<file path="config.mk">
export PLATFORM = sky130hd
export DESIGN_NAME = adc_code_averager
export DESIGN_NICKNAME = d
export VERILOG_FILES = /design/src/rtl/adc_pkg.sv /design/src/rtl/adc_code_sync.sv /design/src/rtl/adc_code_averager.sv
export SDC_FILE = /design/constraint.sdc
export NUM_CORES = 1
export LEC_CHECK = 0
export ABC_AREA = 1
export CORE_ASPECT_RATIO = 0.9
export CORE_MARGIN = 2
export CORE_UTILIZATION = 50
export CTS_CLUSTER_SIZE = 14
export DETAILED_ROUTE_END_ITERATION = 6
export PLACE_DENSITY = 0.77
export SLEW_MARGIN = 5
export SYNTH_ARGS = -nofsm -noshare
export SYNTH_HDL_FRONTEND = slang
export SYNTH_SLANG_ARGS = --single-unit
</file>
<file path="constraint.sdc">
create_clock -name clk -period 2.4 [get_ports clk]
set_clock_uncertainty 0.15 [all_clocks]
set_input_delay 0.36 -clock clk [delete_from_list [all_inputs] [get_ports clk]]
set_output_delay 0.36 -clock clk [all_outputs]
set_load 0.05 [all_outputs]
</file>
<file path="src/rtl/adc_pkg.sv">
// Shared definitions for the ADC code averager: code width and FSM states.
package adc_pkg;

  localparam int ADC_BITS = 8;

  typedef enum logic {
    IDLE  = 1'b0,
    ACCUM = 1'b1
  } state_t;

endpackage

</file>
<file path="src/rtl/adc_code_sync.sv">
// Two-flop synchronizer bringing the free-running ADC code into the clk domain.
module adc_code_sync
  import adc_pkg::*;
#(
  parameter int W = ADC_BITS
) (
  input  logic         clk,
  input  logic         rst_n,
  input  logic [W-1:0] d,
  output logic [W-1:0] q
);

  logic [W-1:0] sync_p0;
  logic [W-1:0] sync_p1;

  // Shift the asynchronous code through two flops; output is d delayed 2 clk.
  always_ff @(posedge clk or negedge rst_n) begin
    if (!rst_n) begin
      sync_p0 <= '0;
      sync_p1 <= '0;
    end else begin
      sync_p0 <= d;
      sync_p1 <= sync_p0;
    end
  end

  assign q = sync_p1;

endmodule

</file>
<file path="src/rtl/adc_code_averager.sv">
// Averages 2^LOG2_AVG strobed ADC samples and hands results out over a
// valid/ready handshake, flagging dropped results with a sticky overrun.
module adc_code_averager
  import adc_pkg::*;
#(
  parameter int DIV      = 4,
  parameter int LOG2_AVG = 2
) (
  input  logic                clk,
  input  logic                rst_n,
  input  logic                en,
  input  logic [ADC_BITS-1:0] code_in,
  input  logic                clr_ovr,
  output logic [ADC_BITS-1:0] avg_out,
  output logic                avg_valid,
  input  logic                avg_ready,
  output logic                overrun
);

  localparam int CNT_W  = (DIV > 1) ? $clog2(DIV) : 1;
  localparam int ACC_W  = ADC_BITS + LOG2_AVG;
  localparam int SCNT_W = (LOG2_AVG > 0) ? LOG2_AVG : 1;

  localparam logic [CNT_W-1:0]  CNT_LAST  = CNT_W'(DIV - 1);
  localparam logic [SCNT_W-1:0] SCNT_LAST = SCNT_W'((1 << LOG2_AVG) - 1);
  // Half an LSB of the result; zero when no averaging is done.
  localparam logic [ACC_W:0]    RND       = (ACC_W + 1)'((1 << LOG2_AVG) >> 1);

  // Round-half-up divide of the window sum; the full-scale sum maps to 255.
  function automatic logic [ADC_BITS-1:0] round_avg(input logic [ACC_W-1:0] sum);
    logic [ACC_W:0] t;
    t = {1'b0, sum} + RND;
    return ADC_BITS'(t >> LOG2_AVG);
  endfunction

  state_t               state;
  state_t               state_nxt;
  logic                 run;
  logic [ADC_BITS-1:0]  sync_code;
  logic [CNT_W-1:0]     cnt;
  logic [ACC_W-1:0]     acc;
  logic [SCNT_W-1:0]    scnt;
  logic                 strobe;
  logic                 complete;
  logic [ACC_W-1:0]     sum_nxt;
  logic [ADC_BITS-1:0]  result;
  logic                 load;
  logic                 drop;
  logic                 xfer;

  adc_code_sync #(
    .W(ADC_BITS)
  ) u_sync (
    .clk  (clk),
    .rst_n(rst_n),
    .d    (code_in),
    .q    (sync_code)
  );

  // FSM state register.
  always_ff @(posedge clk or negedge rst_n) begin
    if (!rst_n) state <= IDLE;
    else        state <= state_nxt;
  end

  // Next state: follow en; run marks cycles where the strobe counter advances.
  always_comb begin
    state_nxt = state;
    run       = 1'b0;
    case (state)
      IDLE:  if (en) state_nxt = ACCUM;
      ACCUM: begin
        if (en) run       = 1'b1;
        else    state_nxt = IDLE;
      end
      default: state_nxt = IDLE;
    endcase
  end

  assign strobe   = run && (cnt == CNT_LAST);
  assign complete = strobe && (scnt == SCNT_LAST);
  assign sum_nxt  = acc + ACC_W'(sync_code);
  assign result   = round_avg(sum_nxt);
  assign xfer     = avg_valid && avg_ready;
  assign load     = complete && (!avg_valid || avg_ready);
  assign drop     = complete && avg_valid && !avg_ready;

  // Strobe counter and window accumulator; cleared whenever not running so
  // a dropped en discards the partial window.
  always_ff @(posedge clk or negedge rst_n) begin
    if (!rst_n) begin
      cnt  <= '0;
      acc  <= '0;
      scnt <= '0;
    end else if (!run) begin
      cnt  <= '0;
      acc  <= '0;
      scnt <= '0;
    end else begin
      cnt <= strobe ? '0 : cnt + CNT_W'(1);
      if (complete) begin
        acc  <= '0;
        scnt <= '0;
      end else if (strobe) begin
        acc  <= sum_nxt;
        scnt <= scnt + SCNT_W'(1);
      end
    end
  end

  // Output register: load a finished result unless the old one is stuck.
  always_ff @(posedge clk or negedge rst_n) begin
    if (!rst_n) begin
      avg_out   <= '0;
      avg_valid <= 1'b0;
    end else if (load) begin
      avg_out   <= result;
      avg_valid <= 1'b1;
    end else if (xfer) begin
      avg_valid <= 1'b0;
    end
  end

  // Sticky overrun: a drop sets it and wins over a same-cycle clear.
  always_ff @(posedge clk or negedge rst_n) begin
    if (!rst_n)       overrun <= 1'b0;
    else if (drop)    overrun <= 1'b1;
    else if (clr_ovr) overrun <= 1'b0;
  end

endmodule

</file>
==> flow_metrics.env <==
export IMPL_ys_seq_elements=41
export IMPL_fp_coreArea_sq_um=4020
export IMPL_status="finished clean"
export IMPL_drc_errors=0
export IMPL_avgSynthCellArea_sq_um=8.48
export IMPL_grt_pass1_vias=1600
export IMPL_yosysSeqAreaShare_pct=49.6
export IMPL_endpoint_kind="flip-flop"
export IMPL_mappedNetlistArea_sq_um=2070
export IMPL_seq_area_sq_um=1030
export IMPL_cp_slowest_stage_delay_ps=400
export IMPL_gp_congestion=0.876
export IMPL_crit_type="flip-flop to flip-flop"
export IMPL_grtUsageTotal_pct=19.7
export IMPL_die_area_sq_um=4670
export IMPL_wl_per_cell_um=12.5
export IMPL_yosysTopAreaCell="dfrtp_1"
export IMPL_cellPowerDensity_nw_per_um2=519
export IMPL_synth_cells=244
export IMPL_cp_cell_sequence="ha_2 -> fa_2 -> xnor2_1 -> inv_1 -> ha_1 -> nand3_2 -> nor2_4 -> nand2_1 -> nor2_2 -> nand3_1 -> nand3_1 -> nand2_1"
export IMPL_slew_headroom_pct=40.7
export IMPL_grt_max_degree=42
export IMPL_hpwlAfterDp_mm=3.03
export IMPL_critPathBufInv=1
export IMPL_initial_utilization_pct=51.5
export IMPL_finalSetupViolCount=0
export IMPL_grt_ovfl_total=0
export IMPL_placed_area_sq_um=2370
export IMPL_synth_common_cells="73 x nand2_1, 41 x dfrtp_1, 32 x inv_1, 31 x nand3_1, 14 x nor2_1"
export IMPL_port_buffers=22
export IMPL_dieHeight_um=65.0
export IMPL_pre_cts_ws_ps=53.1
export IMPL_fin_crit_ps=2240
export IMPL_ctsHoldBuffers=0
export IMPL_yosysTopAreaCellShare_pct=49.6
export IMPL_drtIter0Drc=78
export IMPL_vias=1645
export IMPL_clk_pin_slew_worst_paths_ps=90
export IMPL_die_x_um=71.8
export IMPL_drtAntennaViolNets=0
export IMPL_synth_edff_count=0
export IMPL_whs_ps=35.1
export IMPL_tritoncts="done"
export IMPL_max_freq_mhz=446
export IMPL_clock_latency_ps=300
export IMPL_antenna_cells=0
export IMPL_total_leakage_power_nw=1.27
export IMPL_slowest_stage="dfrtp_1"
export IMPL_antenna_found_initial=0
export IMPL_final_max_slew_viol_count=0
export IMPL_firstDrtPassIters=4
export IMPL_numCtsBuffers=5
export IMPL_synthToLayoutAreaGrowth_pct=19.4
export IMPL_cts_sinks=41
export IMPL_viasPerCell=5.06
export IMPL_drt_total_wl_mm=4.06
export IMPL_fp_row_count=22
export IMPL_worst_slack_ps=157
export IMPL_ys_top_cells_by_area="dfrtp_1 50%, nand2_1 13%, nand3_1 7.5%"
export IMPL_grt_pass1_wl_mm=7.03
export IMPL_worst_endpoint_arrival_ps=2290
export IMPL_fillCellCount=335
export IMPL_drive_gt1_share_pct=11.9
export IMPL_final_area_sq_um=2470
export IMPL_crit_fanout=4
export IMPL_io_pins=23
export IMPL_final_hold_viol_count=0
export IMPL_yosys_warnings=0
export IMPL_path_delay_family="adder cells"
export IMPL_async_flop_share_pct=100
export IMPL_hold_class="input pin to async pin"
export IMPL_fin_crit_sh_pct=93.4
export IMPL_crit_required_ps=2450
export IMPL_cts_htree_levels=2
export IMPL_synth_flop_cell="dfrtp_1"
export IMPL_cp_start_kind="flip-flop"
export IMPL_worst_slew_pin_slew_ps=890
export IMPL_finalNetCount=301
export IMPL_vdd_drop_max_v=0.000442
export IMPL_yosysMostFrequentCell="nand2_1"
export IMPL_cap_violations=0
export IMPL_ys_types=26
export IMPL_synth_nets=269
export IMPL_cts_root_buf="clkbuf_8"
export IMPL_r2r_setup_slack_ps=160
export IMPL_multi_input_area_sq_um=917
export IMPL_clockBufferDepth=2
-- kinds of logic (layout without fill, tap and decap cells) --
group / after synthesis / in the layout / synth area share [%]
and+or+nand+nor: 134 / 134 / 30.0
DFF: 41 / 41 / 49.6
buffers and inverters: 36 / 69 / 6.53
AOI/OAI and AO/OA: 20 / 20 / 5.81
adders and majority gates: 12 / 12 / 7.62
xor gates and xnor gates: 1 / 1 / 0.424
-- what timing repair did --
action | in CTS | in global routing
buffers inserted | 0 | 0
resized for setup | 0 | 3
endpoints found under the setup margin | 0 | 2
-- placed cells by master, fill, tap and decap left out, types with 2 or more instances in the layout --
| master | count |
|---|---|
| a21oi_1 | 3 |
| a32o_1 | 2 |
| buf_4 | 4 |
| clkbuf_8 | 5 |
| clkdlybuf4s50_1 | 21 |
| dfrtp_1 | 41 |
| ha_1 | 10 |
| inv_1 | 32 |
| inv_2 | 2 |
| nand2_1 | 73 |
| nand2_2 | 5 |
| nand3_1 | 30 |
| nand3_2 | 2 |
| nor2_1 | 14 |
| nor2_2 | 3 |
| nor2_4 | 3 |
| o21ai_0 | 11 |
-- path summary, 6_finish.rpt --
| check | start | end | depth (start not counted) |
|---|---|---|---|
| max | acc[0] | avg_out[7] | 12 |
| min reg2reg | u_sync.sync_p0[3] | u_sync.q[3] | 0 |
| min | rst_n | scnt[1] | 1 |
| min in group clk | u_sync.sync_p0[3] | u_sync.q[3] | 0 |
| max in group asynchronous | rst_n | acc[6] | 1 |
| max reg2reg | acc[0] | avg_out[7] | 12 |
-- routing by layer --
layer  track usage [%]  wire length [um]  vias to the layer above
met5                 0                 0                        -
met4              5.66                55                        0
met3              3.73               157                        7
met2              33.0              1910                       30
met1              26.0              1940                      762
li1                  -                 -                      846
-- area by class of cell --
class | count | share of cell area [%]
well taps | 48 | 2.43
repair buffers | 26 | 9.93
clock buffers | 5 | 2.79
flip-flops and latches | 41 | 41.5
multi-input cells | 167 | 37.1
inverters | 35 | 5.32
clock inverters | 3 | 0.861
-- metrics by stage --
| step | util (%) | std cells | power [mW] | setup TNS, ps |
|---|---|---|---|---|
| floorplan | - | 244 | 0.784 | 0 |
| CTS | 61.2 | 325 | 1.29 | 0 |
| detailed placement | 59.0 | 317 | 0.835 | 0 |
| global route | 61.5 | 325 | 1.35 | -15.2 |
| global placement | 59.0 | 317 | 0.832 | 0 |
| finish | 61.5 | 325 | 1.28 | 0 |
-- sequential cells by signal, indices dropped and copies added, names as in the netlist --
name	flops
scnt	2
u_sync.q	8
overrun	1
acc	10
avg_out	8
cnt	2
u_sync.sync_p0	8
avg_valid	1
state	1
-- report_power, final --
| group | total [mW] | switching, mW | internal, mW |
|---|---|---|---|
| Combinational | 0.104 | 0.0632 | 0.0407 |
| Clock | 0.460 | 0.254 | 0.206 |
| Sequential | 0.717 | 0.00859 | 0.709 |
| Total | 1.28 | 0.326 | 0.956 |
No activity file was read; power rests on OpenSTA's default activity.
